--- config.mk ---
export PLATFORM = sky130hd
export DESIGN_NAME = imm_gen
export DESIGN_NICKNAME = d
export VERILOG_FILES = /design/src/rtl/imm_gen.sv
export SDC_FILE = /design/constraint.sdc
export NUM_CORES = 1
export LEC_CHECK = 0
export CAP_MARGIN = 5
export CORE_ASPECT_RATIO = 1.4
export CORE_MARGIN = 2
export CORE_UTILIZATION = 41
export CTS_CLUSTER_DIAMETER = 50
export DETAILED_ROUTE_END_ITERATION = 6
export GPL_ROUTABILITY_DRIVEN = 0
export GPL_TIMING_DRIVEN = 0
export PLACE_DENSITY = 0.79
export SLEW_MARGIN = 20
export SYNTH_ARGS = -nofsm -noshare
export SYNTH_HDL_FRONTEND = slang
export SYNTH_SLANG_ARGS = --single-unit
--- constraint.sdc ---
create_clock -name clk -period 1.2 [get_ports clk]
set_clock_uncertainty 0.1 [all_clocks]
set_input_delay 0.18 -clock clk [delete_from_list [all_inputs] [get_ports clk]]
set_output_delay 0.18 -clock clk [all_outputs]
set_load 0.03 [all_outputs]
--- src/rtl/imm_gen.sv ---
// RV32I immediate generator: classifies the instruction format from the opcode
// and registers the sign-extended immediate, a format tag and a valid flag.
module imm_gen #(
  parameter int XLEN = 32
) (
  input  logic            clk,
  input  logic            rst,
  input  logic            in_valid,
  input  logic [31:0]     instruction,
  output logic [XLEN-1:0] imm_ext,
  output logic [2:0]      imm_type,
  output logic            imm_valid
);

  localparam logic [6:0] OP_LUI    = 7'b0110111;
  localparam logic [6:0] OP_AUIPC  = 7'b0010111;
  localparam logic [6:0] OP_JAL    = 7'b1101111;
  localparam logic [6:0] OP_JALR   = 7'b1100111;
  localparam logic [6:0] OP_LOAD   = 7'b0000011;
  localparam logic [6:0] OP_IMM    = 7'b0010011;
  localparam logic [6:0] OP_BRANCH = 7'b1100011;
  localparam logic [6:0] OP_STORE  = 7'b0100011;

  localparam logic [2:0] TYPE_NONE = 3'd0;
  localparam logic [2:0] TYPE_I    = 3'd1;
  localparam logic [2:0] TYPE_S    = 3'd2;
  localparam logic [2:0] TYPE_B    = 3'd3;
  localparam logic [2:0] TYPE_U    = 3'd4;
  localparam logic [2:0] TYPE_J    = 3'd5;

  logic [6:0]  opcode;
  logic        sign;
  logic [31:0] imm_next;
  logic [2:0]  type_next;

  assign opcode = instruction[6:0];
  assign sign   = instruction[31];

  // funct3 is deliberately ignored: shift-immediates decode as plain I-type.
  always_comb begin
    imm_next  = '0;
    type_next = TYPE_NONE;
    unique case (opcode)
      OP_LUI, OP_AUIPC: begin
        imm_next  = {instruction[31:12], 12'b0};
        type_next = TYPE_U;
      end
      OP_JAL: begin
        imm_next  = {{12{sign}}, instruction[19:12], instruction[20],
                     instruction[30:21], 1'b0};
        type_next = TYPE_J;
      end
      OP_JALR, OP_LOAD, OP_IMM: begin
        imm_next  = {{21{sign}}, instruction[30:20]};
        type_next = TYPE_I;
      end
      OP_BRANCH: begin
        imm_next  = {{20{sign}}, instruction[7], instruction[30:25],
                     instruction[11:8], 1'b0};
        type_next = TYPE_B;
      end
      OP_STORE: begin
        imm_next  = {{21{sign}}, instruction[30:25], instruction[11:7]};
        type_next = TYPE_S;
      end
      default: begin
        imm_next  = '0;
        type_next = TYPE_NONE;
      end
    endcase
  end

  // Data registers load every edge; imm_valid alone qualifies them.
  always_ff @(posedge clk or posedge rst) begin
    if (rst) begin
      imm_ext   <= '0;
      imm_type  <= TYPE_NONE;
      imm_valid <= 1'b0;
    end else begin
      imm_ext   <= imm_next;
      imm_type  <= type_next;
      imm_valid <= in_valid;
    end
  end

endmodule

* Word level (Yosys, flattened, before mapping)
Index checks and enable logic that the tools add are counted.
** Storage, ports and cells
- Logic and storage cells :: 15
- Bits in registers :: 36
- Bits of input ports :: 35
** Cells by class
- Reduce and logical (&&, ||, !) cells :: 2
- Muxes and demuxes :: 2
- Equal/unequal tests :: 8
** Operators by type and width (count)
- 32-bit one-hot mux with 5 select lines :: 1
- 7-bit equality test (second input constant) :: 3
- 3-bit one-hot mux with 5 select lines :: 1
- 7-bit by 5-bit equality test with 1-bit output (second input constant) :: 2
- 7-bit by 6-bit equality test with 1-bit output (second input constant) :: 2
- 7-bit by 2-bit equality test with 1-bit output (second input constant) :: 1
- 3-bit OR reduction :: 1
- 2-bit OR reduction :: 1

* Depth between registers and ports, before layout
- Word-level depth :: 3
- Gate-level depth with buffers :: 6
- Gate-level depth less buffers :: 3

* Worst setup path before layout
OpenSTA, ideal clock, no wires.
- Path type :: input-to-reg
- Start :: input port instruction[2]
- End :: register imm_ext[27]
- Arrival time :: 1108 ps
- Path buffers :: 3
- Slack :: -138 ps
- Cell stages on the path :: 6
- Path through :: buf_6 and3_1 buf_2 a32oi_4 buf_6 o21ai_0
** On the way
- Cells in the longest elaborated chain, start to end :: 3
- Elaborated cells on any way between the ends :: 11
** Ends and longest elaborated chain
- start: declaration :: RTL line 9 : input logic [31:0] instruction,
- 7-bit equality test, or another cell as far along :: RTL line 43 : unique case (opcode)
- 3-bit OR reduction or 2-bit OR reduction (tied branches) :: RTL line 43
- 32-bit one-hot mux with 5 select lines (*) :: RTL line 43
- named net imm_next[27] :: RTL line 33 : logic [31:0] imm_next;
- end signal: assignment :: RTL line 80 : imm_ext <= imm_next;
- end: declaration :: RTL line 10 : output logic [XLEN-1:0] imm_ext,
The timed path passes the listed nets; every way through them passes the cells marked *.

* Final worst setup path
- Start :: input port instruction[3]
- End :: register imm_ext[4]
Same word-level chain as after synthesis.

==> impl_results.html <==
<table>
<tr><th>Metric</th><th>Value</th></tr>
<tr><th colspan="2">Yosys</th></tr>
<tr><td>Cell types occupying the most area after synthesis</td><td>sky130_fd_sc_hd__dfrtp_1, sky130_fd_sc_hd__o21ai_0, sky130_fd_sc_hd__nand3_1</td></tr>
<tr><td>Top flip-flop cell by instance count after synthesis</td><td>sky130_fd_sc_hd__dfrtp_1</td></tr>
<tr><td>Mapped Avg Cell Area</td><td>~12 sq um</td></tr>
<tr><td>Mapped Nets</td><td>between 150 and 200</td></tr>
<tr><td>Distinct cell type count after synthesis</td><td>34</td></tr>
<tr><td>Most frequently used cell type in the post-synthesis netlist</td><td>sky130_fd_sc_hd__dfrtp_1</td></tr>
<tr><td>Async set-reset flop share out of synthesis</td><td>1.000</td></tr>
<tr><td>Library cell occupying the most area in the post-synthesis netlist</td><td>sky130_fd_sc_hd__dfrtp_1</td></tr>
<tr><td>Share of the yosys chip area belonging to registers</td><td>0.5839</td></tr>
<tr><td>Number of enable-type register cells in the synthesized netlist</td><td>0</td></tr>
<tr><td>Flops &amp; latches, synth</td><td>36</td></tr>
<tr><td>Post-Syn Area</td><td>1543 sq um</td></tr>
<tr><td>Synthesized instance count</td><td>~130</td></tr>
<tr><td>Top post-synthesis cells by count</td><td>sky130_fd_sc_hd__dfrtp_1, sky130_fd_sc_hd__inv_1, sky130_fd_sc_hd__o21ai_0, sky130_fd_sc_hd__nand3_1, sky130_fd_sc_hd__o22ai_1</td></tr>
<tr><td>Warnings from Yosys</td><td>0</td></tr>
<tr><td>Area share of the largest cell type after synthesis</td><td>0.5839</td></tr>
<tr><th colspan="2">Worst setup path</th></tr>
<tr><td>Cell class contributing the biggest share of worst-path delay</td><td>simple AND/OR/NAND/NOR gates</td></tr>
<tr><td>Maximum cell stage delay along the critical path</td><td>~0.55 ns</td></tr>
<tr><td>Data arrival time of the critical path</td><td>approximately 1.3 ns</td></tr>
<tr><td>Slowest-stage cell, CP</td><td>sky130_fd_sc_hd__or4_4</td></tr>
<tr><td>Startpoint class of the critical path</td><td>input pin</td></tr>
<tr><td>Largest driver fanout on the critical path</td><td>8</td></tr>
<tr><td>Cell count along the critical path</td><td>4</td></tr>
<tr><td>Class of the most critical setup path</td><td>input pin to flip-flop</td></tr>
<tr><td>Cell breakdown of the critical path</td><td>clkbuf_4, or4_4, a21oi_4, a22o_2</td></tr>
<tr><td>Sort of element at the end of the critical path</td><td>flip-flop</td></tr>
<tr><td>Combined buffer and inverter count along the critical path</td><td>1</td></tr>
<tr><td>Endpoint required time on the critical path</td><td>approximately 1.3 ns</td></tr>
<tr><th colspan="2">Pwr</th></tr>
<tr><td>Comb power frac</td><td>0.147</td></tr>
<tr><td>Part of the total power dissipated in sequential elements</td><td>0.464</td></tr>
<tr><td>NetSw</td><td>about 0.00065 W</td></tr>
<tr><td>Switching Share</td><td>0.2433</td></tr>
<tr><td>Worst vdd ir</td><td>about 0.001 V</td></tr>
<tr><td>Total leakage power</td><td>approximately 1.2 nW</td></tr>
<tr><td>Pint</td><td>approximately 0.002 W</td></tr>
<tr><td>Clock group share of total power</td><td>0.389</td></tr>
<tr><td>Pwr dens</td><td>between 1000 and 1500 nW/um^2</td></tr>
<tr><th colspan="2">Route</th></tr>
<tr><td>Total detailed-routing wirelength</td><td>between 4000 and 5000 microns</td></tr>
<tr><td>Number of routed nets with antenna violations</td><td>0</td></tr>
<tr><td>Vias per inst</td><td>approximately 5.3</td></tr>
<tr><td>Vias post-DR</td><td>around 1400</td></tr>
<tr><td>Drt drc</td><td>0</td></tr>
<tr><td>Detailed-router iteration count before antenna repair</td><td>4</td></tr>
<tr><td>Avg WL per Cell</td><td>between 15 and 20 microns</td></tr>
<tr><td>First DRT Iteration DRCs</td><td>between 50 and 60</td></tr>
<tr><th colspan="2">Run status</th></tr>
<tr><td>Run status</td><td>finished, final reports clean</td></tr>
<tr><th colspan="2">Global routing</th></tr>
<tr><td>Total overflow reported by the global router</td><td>0</td></tr>
<tr><td>Wire length of the first global-routing pass</td><td>between 6000 and 7000 microns</td></tr>
<tr><td>Largest net degree at the start of global routing</td><td>37</td></tr>
<tr><td>Initial antenna violation count</td><td>0</td></tr>
<tr><td>GRT Overall Usage</td><td>0.2110</td></tr>
<tr><td>Vias in the first global route</td><td>around 1400</td></tr>
<tr><th colspan="2">Timing</th></tr>
<tr><td>Final Hold Vio Count</td><td>0</td></tr>
<tr><td>Endpoints failing setup</td><td>0</td></tr>
<tr><td>Final slew viol count</td><td>0</td></tr>
<tr><td>Fin Hold WS</td><td>0.1014 ns</td></tr>
<tr><td>Setup ws final</td><td>0.03519 ns</td></tr>
<tr><td>Worst slew margin relative to its limit</td><td>0.5213</td></tr>
<tr><td>RSZ-0062 raised after global routing</td><td>false</td></tr>
<tr><td>Post-layout minimum cycle time</td><td>1.165 ns</td></tr>
<tr><td>Period Utilization, post-route</td><td>0.9707</td></tr>
<tr><td>Worst Max-Slew Pin Slew</td><td>0.7170 ns</td></tr>
<tr><td>Max Clock Freq</td><td>approximately 860 MHz</td></tr>
<tr><th colspan="2">CTS</th></tr>
<tr><td>Clock Tree Root</td><td>sky130_fd_sc_hd__clkbuf_8</td></tr>
<tr><td>Number of clock sinks</td><td>36</td></tr>
<tr><td>Level count of the clock H-tree</td><td>2</td></tr>
<tr><td>Maximum count of clock buffers along a single path</td><td>2</td></tr>
<tr><td>CTS buffer count</td><td>5</td></tr>
<tr><td>Clock-pin slew of the registers on the worst-case setup and hold paths</td><td>0.08 ns</td></tr>
<tr><td>TritonCTS clock tree</td><td>yes</td></tr>
<tr><th colspan="2">Floorplanning</th></tr>
<tr><td># IOs</td><td>between 70 and 80</td></tr>
<tr><td>DIE HEIGHT</td><td>roughly 77 microns</td></tr>
<tr><td>Die area</td><td>approximately 4300 sq um</td></tr>
<tr><td>Placeable core region</td><td>~3600 sq um</td></tr>
<tr><td>Effective utilization at floorplan</td><td>0.4234</td></tr>
<tr><td>Width of the die</td><td>around 56 microns</td></tr>
<tr><td>Row count</td><td>26</td></tr>
<tr><th colspan="2">Layout</th></tr>
<tr><td>Fin area</td><td>between 2000 and 2500 sq um</td></tr>
<tr><td>Final net count</td><td>between 200 and 250</td></tr>
<tr><td>Non-filler cells, final</td><td>~260</td></tr>
<tr><td>Area delta synth-&gt;final</td><td>49.55%</td></tr>
<tr><td>Count of filler cells inserted in the layout</td><td>about 320</td></tr>
<tr><td>Total inserted antenna cells</td><td>0</td></tr>
<tr><td>Share of final-layout standard cells stronger than drive strength 1</td><td>0.3953</td></tr>
<tr><th colspan="2">Placed design</th></tr>
<tr><td>Placed Instances</td><td>243</td></tr>
<tr><td>Buffers on Ports</td><td>68</td></tr>
<tr><td>Area after detailed placement</td><td>approximately 2300 sq um</td></tr>
<tr><td>Worst setup slack before clock tree synthesis</td><td>-0.8092 ns</td></tr>
<tr><td>Detailed-placement wirelength estimate</td><td>around 3100 microns</td></tr>
<tr><th colspan="2">Hold path</th></tr>
<tr><td>WHS Path Cells</td><td>3</td></tr>
<tr><td>Tightest Hold Check Type</td><td>input pin to flip-flop</td></tr>
<tr><th colspan="2">Job</th></tr>
<tr><td>Maximum Capacitance Violations</td><td>0</td></tr>
</table>
## registers in the layout, indices dropped and copies added, names as in the netlist
register and cells:
imm_ext 32, imm_valid 1, imm_type 3
## per-layer routing
metal,track usage,share of wire,vias up
met2,0.3952,0.57,59
met3,0.03226,0.051,8
met5,0,0,-
li1,-,-,633
met1,0.2325,0.36,664
met4,0.08571,0.014,0
## worst min-delay path, cell delays in order
cell                       delay (ns)
sky130_fd_sc_hd__clkbuf_2        0.12
sky130_fd_sc_hd__nand3_1         0.07
sky130_fd_sc_hd__o22ai_1         0.07
## path summary, 6_finish.rpt
check                          startpoint           to
worst max-delay path       instruction[3]   imm_ext[4]
min in group asynchronous             rst   imm_ext[1]
max in group asynchronous             rst   imm_ext[6]
worst min-delay path       instruction[0]  imm_ext[11]
## metrics by stage
stage / utilization / setup TNS [ns] / power [W]
after floorplan: - / -0.9300 / 0.001459
after global placement: 0.6329 / -43.18 / 0.001653
after detailed placement: 0.6329 / -27.25 / 0.001665
after CTS: 0.6439 / 0 / 0.002707
after global routing: 0.6332 / 0 / 0.002777
final: 0.6332 / 0 / 0.002683
## cell type report
| cell class | count | area (sq um) | share of cell area |
|---|---|---|---|
| flip-flops and latches | 36 | 900.9 | 0.3905 |
| inverters | 15 | 60.06 | 0.02603 |
| plain buffers | 9 | 80.08 | 0.03471 |
| clock inverters | 3 | 42.54 | 0.01844 |
| clock buffers | 5 | 68.82 | 0.02983 |
| repair buffers | 75 | 535.5 | 0.2321 |
| well taps | 42 | 52.55 | 0.02278 |
| multi-input cells | 72 | 566.8 | 0.2457 |
## power groups by stage
stage	logic [W]	registers [W]	clock network, W
after global routing	0.000421	0.00125	0.00111
after global placement	0.000386	0.00127	0
after detailed placement	0.000395	0.00127	0
after CTS	0.000396	0.00124	0.00107
final	0.000394	0.00124	0.00105
after floorplan	0.000138	0.00132	0
## kinds of logic (layout without fill, tap and decap cells)
kind of cell	count (synthesis)	after routing	synth area share
buffers and inverters	25	107	0.08110
AO/OA/AOI/OAI	38	38	0.1874
multiplexers	1	1	0.006488
AND/OR/NAND/NOR	33	33	0.1411
flip-flops	36	36	0.5839
## placed cells by master (no fill, tap or decap), types with 2 or more instances in the layout
cell type | Yosys | final
sky130_fd_sc_hd__clkbuf_8 | 0 | 5
sky130_fd_sc_hd__buf_2 | 4 | 40
sky130_fd_sc_hd__o21ai_0 | 13 | 9
sky130_fd_sc_hd__buf_6 | 3 | 4
sky130_fd_sc_hd__buf_8 | 0 | 2
sky130_fd_sc_hd__nor2_1 | 2 | 2
sky130_fd_sc_hd__clkbuf_2 | 0 | 5
sky130_fd_sc_hd__o22ai_1 | 9 | 9
sky130_fd_sc_hd__inv_1 | 14 | 13
sky130_fd_sc_hd__o21ai_1 | 1 | 4
sky130_fd_sc_hd__clkdlybuf4s50_1 | 0 | 27
sky130_fd_sc_hd__buf_4 | 1 | 5
sky130_fd_sc_hd__a21oi_1 | 2 | 2
sky130_fd_sc_hd__dfrtp_1 | 36 | 36
sky130_fd_sc_hd__nand3_1 | 12 | 12
sky130_fd_sc_hd__nor3b_2 | 0 | 4
sky130_fd_sc_hd__clkinvlp_4 | 0 | 2
sky130_fd_sc_hd__a22o_2 | 4 | 4
sky130_fd_sc_hd__nor3b_1 | 8 | 3
## repair_timing
action,in CTS,in global routing
hold buffers,0,0
gates cloned,2,0
pin swaps,5,2
setup endpoints to repair,71,33
resized for setup,198,16
setup buffers,5,0
Note: power is estimated with default switching activity, not from simulation.
